`src/rtl/uart_cmd_framer.sv`:
```
// Packs BYTES_PER_CMD UART bytes (first byte = MSB) into commands held in a CMD_DEPTH-entry FIFO.
// Define CMD_TIMEOUT_EN to add inter-byte timeout resync; otherwise frame_err_o is tied low.
module uart_cmd_framer #(
  parameter int BYTES_PER_CMD = 2,
  parameter int CMD_DEPTH     = 2,
  parameter int TIMEOUT_CYC   = 50000
) (
  input  logic                           clk_i,
  input  logic                           rst_n_i,
  input  logic                           rx_rdy_i,
  input  logic [7:0]                     rx_data_i,
  output logic                           clr_rx_rdy_o,
  input  logic                           clr_cmd_rdy_i,
  input  logic                           flush_i,
  output logic                           cmd_rdy_o,
  output logic [8*BYTES_PER_CMD-1:0]     cmd_o,
  output logic [$clog2(CMD_DEPTH+1)-1:0] cmd_cnt_o,
  output logic                           overflow_o,
  output logic                           frame_err_o
);
  localparam int CMD_W = 8 * BYTES_PER_CMD;
  localparam int ASM_W = 8 * (BYTES_PER_CMD - 1);
  localparam int IDX_W = $clog2(BYTES_PER_CMD);
  localparam int PTR_W = (CMD_DEPTH > 1) ? $clog2(CMD_DEPTH) : 1;
  localparam int CNT_W = $clog2(CMD_DEPTH + 1);
  localparam logic [IDX_W-1:0] LAST_IDX = IDX_W'(BYTES_PER_CMD - 1);
  localparam logic [PTR_W-1:0] LAST_PTR = PTR_W'(CMD_DEPTH - 1);
  localparam logic [CNT_W-1:0] FULL_CNT = CNT_W'(CMD_DEPTH);

  logic [IDX_W-1:0] byte_idx_q, byte_idx_d;
  logic [ASM_W-1:0] asm_q, asm_d;
  logic [PTR_W-1:0] wr_ptr_q, wr_ptr_d, rd_ptr_q, rd_ptr_d;
  logic [CNT_W-1:0] count_q, count_d;
  logic             overflow_q, overflow_d;
  logic             frame_err_q, frame_err_d;
  logic [CMD_W-1:0] mem_q [CMD_DEPTH];

  logic             accept, timeout, last_byte, push, pop, full, wr_en;
  logic [CMD_W-1:0] push_dat;

  // Every presented byte is consumed, even during flush when it is discarded.
  assign clr_rx_rdy_o = rx_rdy_i;
  assign accept       = rx_rdy_i && !flush_i;
  assign full         = (count_q == FULL_CNT);
  assign pop          = clr_cmd_rdy_i && (count_q != '0) && !flush_i;
  assign last_byte    = (byte_idx_q == LAST_IDX) && !timeout;
  assign push         = accept && last_byte;
  assign wr_en        = push && (!full || pop);
  assign push_dat     = {asm_q, rx_data_i};

`ifdef CMD_TIMEOUT_EN
  localparam int TMO_W = $clog2(TIMEOUT_CYC);
  localparam logic [TMO_W-1:0] TMO_LAST = TMO_W'(TIMEOUT_CYC - 1);
  logic [TMO_W-1:0] tmo_cnt_q, tmo_cnt_d;

  assign timeout = (byte_idx_q != '0) && (tmo_cnt_q == TMO_LAST) && !flush_i;

  always_comb begin
    tmo_cnt_d = '0;
    if (!flush_i && !accept && !timeout && (byte_idx_q != '0)) begin
      tmo_cnt_d = tmo_cnt_q + TMO_W'(1);
    end
  end

  always_ff @(posedge clk_i or negedge rst_n_i) begin
    if (!rst_n_i) tmo_cnt_q <= '0;
    else          tmo_cnt_q <= tmo_cnt_d;
  end
`else
  logic unused_timeout_cfg;
  assign timeout            = 1'b0;
  assign unused_timeout_cfg = (TIMEOUT_CYC > 0);
`endif

  always_comb begin
    byte_idx_d  = byte_idx_q;
    asm_d       = asm_q;
    wr_ptr_d    = wr_ptr_q;
    rd_ptr_d    = rd_ptr_q;
    count_d     = count_q;
    overflow_d  = overflow_q;
    frame_err_d = timeout;
    if (flush_i) begin
      byte_idx_d = '0;
      asm_d      = '0;
      wr_ptr_d   = '0;
      rd_ptr_d   = '0;
      count_d    = '0;
      overflow_d = 1'b0;
    end else begin
      if (accept) begin
        // A byte landing in the timeout cycle starts a fresh frame.
        if (timeout) begin
          byte_idx_d = IDX_W'(1);
          asm_d      = ASM_W'(rx_data_i);
        end else if (last_byte) begin
          byte_idx_d = '0;
          asm_d      = '0;
        end else begin
          byte_idx_d = byte_idx_q + IDX_W'(1);
          asm_d      = ASM_W'({asm_q, rx_data_i});
        end
      end else if (timeout) begin
        byte_idx_d = '0;
        asm_d      = '0;
      end
      if (wr_en) wr_ptr_d = (wr_ptr_q == LAST_PTR) ? '0 : wr_ptr_q + PTR_W'(1);
      if (pop)   rd_ptr_d = (rd_ptr_q == LAST_PTR) ? '0 : rd_ptr_q + PTR_W'(1);
      if (push && full && !pop) overflow_d = 1'b1;
      count_d = count_q + CNT_W'(wr_en) - CNT_W'(pop);
    end
  end

  always_ff @(posedge clk_i or negedge rst_n_i) begin
    if (!rst_n_i) begin
      byte_idx_q  <= '0;
      asm_q       <= '0;
      wr_ptr_q    <= '0;
      rd_ptr_q    <= '0;
      count_q     <= '0;
      overflow_q  <= 1'b0;
      frame_err_q <= 1'b0;
      for (int i = 0; i < CMD_DEPTH; i++) mem_q[i] <= '0;
    end else begin
      byte_idx_q  <= byte_idx_d;
      asm_q       <= asm_d;
      wr_ptr_q    <= wr_ptr_d;
      rd_ptr_q    <= rd_ptr_d;
      count_q     <= count_d;
      overflow_q  <= overflow_d;
      frame_err_q <= frame_err_d;
      if (wr_en) mem_q[wr_ptr_q] <= push_dat;
    end
  end

  assign cmd_rdy_o   = (count_q != '0);
  assign cmd_o       = mem_q[rd_ptr_q];
  assign cmd_cnt_o   = count_q;
  assign overflow_o  = overflow_q;
  assign frame_err_o = frame_err_q;

endmodule
```
`config.mk`:
```
export PLATFORM = sky130hd
export DESIGN_NAME = uart_cmd_framer
export DESIGN_NICKNAME = d
export VERILOG_FILES = /design/src/rtl/uart_cmd_framer.sv
export SDC_FILE = /design/constraint.sdc
export NUM_CORES = 1
export LEC_CHECK = 0
export BUFFER_PORTS_ARGS = -buffer_cell sky130_fd_sc_hd__buf_2
export CAP_MARGIN = 5
export CORE_ASPECT_RATIO = 0.75
export CORE_UTILIZATION = 55
export CTS_BUF_LIST = sky130_fd_sc_hd__clkbuf_16
export CTS_CLUSTER_SIZE = 16
export DETAILED_ROUTE_END_ITERATION = 10
export GPL_TIMING_DRIVEN = 0
export PLACE_DENSITY = 0.82
export SLEW_MARGIN = 20
export SYNTH_ARGS = -nofsm -noshare
export SYNTH_HDL_FRONTEND = slang
export SYNTH_SLANG_ARGS = --single-unit
```
`constraint.sdc`:
```
create_clock -name clk_i -period 2.11 [get_ports clk_i]
set_clock_uncertainty 0.15 [all_clocks]
set_input_delay 0.422 -clock clk_i [delete_from_list [all_inputs] [get_ports clk_i]]
set_output_delay 0.422 -clock clk_i [all_outputs]
set_load 0.1 [all_outputs]
```
### Yosys cells after proc, flatten, opt, wreduce, memory -nomap -nowiden

Index checks and enable logic that the tools add are counted.
Widths: inputs -> output; s select.

* output and inout port bits: 22
* logic and storage cells: 57
* register bits: 46

* add/sub/neg operators: 5
* eq/ne operators: 1
* bitwise operators: 2
* mux-type cells: 21
* magnitude comparators: 3
* reductions and logical operators: 17

Operators by type and width (number)
* $mux 16: 4
* $bwmux 32: 1
* $mux 8: 3
* $demux 16 s1: 1
* $mux 1: 11
* $reduce_bool 2->1: 5
* $logic_and 1x1->1: 8
* $ge 2x2->1 const B: 2
* $not 1->2: 2
* $add 1x1->1 const B: 3
* $logic_not 1->1: 3
* $add 2x1->2: 1
* $eq 2x2->1 const B: 1
* $lt 2x1->1 const B: 1
* $mux 2: 1
* $sub 2x1->2: 1
* $logic_or 1x1->1: 1

### Depth between registers and ports, before layout

* word-level depth: 8
* gate-level depth with buffers: 8
* depth with buffers taken out: 7

### Least setup slack after synthesis

Ideal clock, no wire load.

* kind: flip-flop to flip-flop
* from: reg count_q[0], in the netlist cmd_cnt_o[0]
* to: reg count_q[0], in the netlist cmd_cnt_o[0]
* library setup time: 0.123 ns
* clock period less this slack: 2.534 ns
* arrival: 2.261 ns
* setup slack: -0.424 ns
* stages on the path, launching flop included: 7
* cell sequence: dfrtp_1 nor3b_4 or3_2 ha_1 inv_1 ha_1 nor2b_1

* longest elaborated chain between the ends: 8

Ends and longest elaborated chain
* start: declaration: RTL line 33 `logic [CNT_W-1:0] count_q, count_d;`
* start signal: assignment: RTL line 129 `count_q <= count_d;`
* $reduce_bool 2->1: RTL line 45 `assign pop = clr_cmd_rdy_i && (count_q != '0) && !flush_i;`
* $logic_and 1x1->1 (2 in a row): RTL line 45
* $logic_or 1x1->1: RTL line 48 `assign wr_en = push && (!full || pop);`
* $logic_and 1x1->1: RTL line 48
* $add 2x1->2: RTL line 110 `count_d = count_q + CNT_W'(wr_en) - CNT_W'(pop);`
* $sub 2x1->2 *: RTL line 110
* $mux 2 *: RTL line 83 `if (flush_i) begin`
* via count_d[0]: RTL line 33

Mark *: on every way through the listed nets, which the timed path passes. The rest lies on a longest branch.
A chain may end at the register's enable or synchronous reset.

### Worst setup path in the final report

* from: reg rd_ptr_q
* to: out cmd_o[7]

* longest elaborated chain between the ends: 4

Ends and longest elaborated chain
* start: declaration: RTL line 32 `logic [PTR_W-1:0] wr_ptr_q, wr_ptr_d, rd_ptr_q, rd_ptr_d;`
* start signal: assignment: RTL line 128 `rd_ptr_q <= rd_ptr_d;`
* $not 1->2 (implied by the code): RTL line 137 `assign cmd_o = mem_q[rd_ptr_q];`
* $mux 16 (implied by the code) (3 in a row): RTL line 137
* end: declaration: RTL line 16 `output logic [8*BYTES_PER_CMD-1:0] cmd_o,`

No other way between the ends. The select of a mux whose other input is x is not followed.

==> results.txt <==
Outcome - complete, but fails checks
Violated checks - negative hold slack
Initial antenna violation count - 0
Final period util - 98.1%
Clock slew at reported path FFs - 60 ps
H-tree depth - 2
Syn nets - 169
Worst Path Arrival - 1500 ps
DRT Wirelength - 4.02 mm
Final setup violation count - 0
Worst R2R Path Depth - 5
Initial DRC Count - 72
Drt pass-1 iters - 4
CP Cell Sequence - buf_12, mux2_2, buf_2
Antenna diodes - 0
Max VDD drop - 0.845 mV
Crit path time final - 2070 ps
Register area share after synthesis - 54.5%
Syn Inst Count - 154
Final nets - 209
DR WL/cell - 16.3 µm
Fin. Hold Viols - 46
Post-synthesis compound-gate area fraction - 3.02%
Via-per-instance ratio - 5.26
Worst-Margin Slew - 560 ps
HPWL after DPL - 2.70 mm
Most frequent cells in the layout - dfrtp_1 (43), mux2_2 (39), buf_2 (23)
Die Span Y - 55.7 µm
Largest cells by area after synthesis - dfrtp_1 (55%), mux2_2 (21%), mux2_4 (6.4%)
Synth top area share - 54.5%
Fillcell total - 275
Ports - 35
Layout cell share with drive strength beyond 1 - 52.8%
Commonest non-fill, non-tap cell in the layout - dfrtp_1
Final ANT Viol Nets - 0
Placement Setup Slack - -196 ps
Clk sinks - 46
Setup crit start kind - flop
Clock Path Buffers - 2
Multiplexer share of the synthesized area - 27.2%
Die W - 73.6 µm
Crit end category - output pin
GRT Total Usage - 22.8%
Post-Synth Adder-Cell Area - 1.18%
Worst-Skew Late Latency - 280 ps
Worst Path Class, Setup - reg -> out
DRC Markers - 0
Routability Congestion - 0.792
Leading area contributor after synthesis - dfrtp_1
Cell Pwr Density - 1180 nW/µm²
Simple-gate share of the synthesized area - 8.47%
RSZ-0062 raised after global routing - false
CTS root buf - clkbuf_16
CP Max Fanout - 6
Vias - 1300
Global-route congestion overflow total - 0
First-pass GRT wire length - 6.77 mm
Worst setup margin - 39.9 ps
Cell area after synthesis - 2110 µm²
Syn. warnings - 0
Starting Density - 57.7%
Max incr delay on CP - 440 ps
Max-slew violations - 0
Tightest Hold Check Type - in -> async
Xor/xnor share of the synthesized area - 1.66%
CTS tree - yes
Site row count - 19
Die outline area - 4090 µm²
Critical Path RT - 1540 ps
Max Cap Violations - 0
Syn Area/Cell - 13.7 µm²
Slowest cell on the critical path - dfrtp_2
CTS Hold Buffers Added - 0
Final Core Density - 70.4%
Largest family of logic cells by synthesized area - multiplexers
Buffers on Ports - 32
Pin count of the biggest net entering global routing - 47
Post-synthesis register bit count - 46
Num CTS Buffers - 5
Number of global-route vias before repair - 1351
F_max - 483 MHz
Synth unique cells - 25
Synth-to-Final Area Change - 22.0%
Core area - 3660 µm²
Final hold slack - -22.7 ps
Max-slew headroom - 62.7%
Leakage - 1.30 nW
cell type report:
cell class	instances	area, µm²	share of cell area, %
multi-input cells	96	885	34.3
well taps	52	65.1	2.52
plain buffers	10	85.1	3.30
clock inverters	3	37.5	1.46
inverters	1	3.75	0.146
flip-flops and latches	46	1160	44.9
clock buffers	5	125	4.85
repair buffers	34	219	8.50
worst paths after layout:
path | slack [ps] | startpoint | end
min in group clk_i | 260 | rx_data_i[5] | asm_q[5]
max in group asynchronous | 1400 | rst_n_i | cmd_cnt_o[1]
hold reg to reg | 340 | overflow_o | overflow_o
setup / recovery | 40 | rd_ptr_q | cmd_o[7]
hold / removal | -20 | rst_n_i | mem_q[27]
setup reg to reg | 50 | cmd_cnt_o[1] | mem_q[26]
repair_timing:
item	4_1_cts	5_1_grt
setup buffers	2	0
gates resized for setup	12	2
endpoints found under the hold margin	0	0
pin swaps	1	0
setup endpoints to repair	17	2
state kept, by name, summed over array words and instances (netlist names):
| name | count |
|---|---|
| wr_ptr_q | 1 |
| asm_q | 8 |
| cmd_cnt_o | 2 |
| mem_q | 32 |
| overflow_o | 1 |
| byte_idx_q | 1 |
| rd_ptr_q | 1 |
power by group:
group	total, mW	switching, mW	internal, mW
Clock	0.858	0.308	0.550
Combinational	1.11	0.816	0.296
Sequential	1.07	0.0703	0.997
cells by family (layout without fill, tap and decap cells):
family                   after synthesis  count (layout)
multiplexers                          48              48
AND/OR/NAND/NOR                       29              29
adder cells (fa/ha/maj)                2               2
other                                  1               1
flip-flops                            46              46
XOR/XNOR                               4               4
buffers and inverters                 12              53
AO/OA/AOI/OAI                         12              12
metrics by stage:
step | std cells | cell area [µm²] | total power [mW] | setup TNS, ps
5_1_grt | 247 | 2580 | 3.15 | 0
4_1_cts | 247 | 2570 | 3.05 | 0
3_3_place_gp | 238 | 2350 | 2.12 | -1760
6_report | 247 | 2580 | 3.04 | 0
3_5_place_dp | 238 | 2350 | 2.15 | -1920
2_1_floorplan | 154 | 2120 | 1.99 | -682
per-layer routing:
layer  GRT usage [%]  part of all wire, %  vias up  routed length (µm)
met5               0                    0        -                   0
met4            6.59                  1.1        0                  43
met3            8.51                  4.7        5                 189
met2            35.8                   50       30                1990
met1            29.7                   45      659                1790
li1                -                    -      606                   -
cell usage after synthesis (all sizes together):
library cell and n:
a21oi 9, mux2 48, ha 2, dfrtp 46, nor4b 1, buf 7, xor2 2, nand2 1
o31ai 1, or3 1, nor2 13, nor2b 10, or2 1, clkbuf 4, xnor2 2, inv 1
conb 1, a31oi 1, or4 1, nor3b 1, o21ai 1
critical path: cells and delay by family (launching register included):
kind / cells / cell delay, ps
multiplexers: 1 / 210
buffers and inverters: 2 / 560
flip-flops: 1 / 440
No activity file was read; power rests on OpenSTA's default activity.
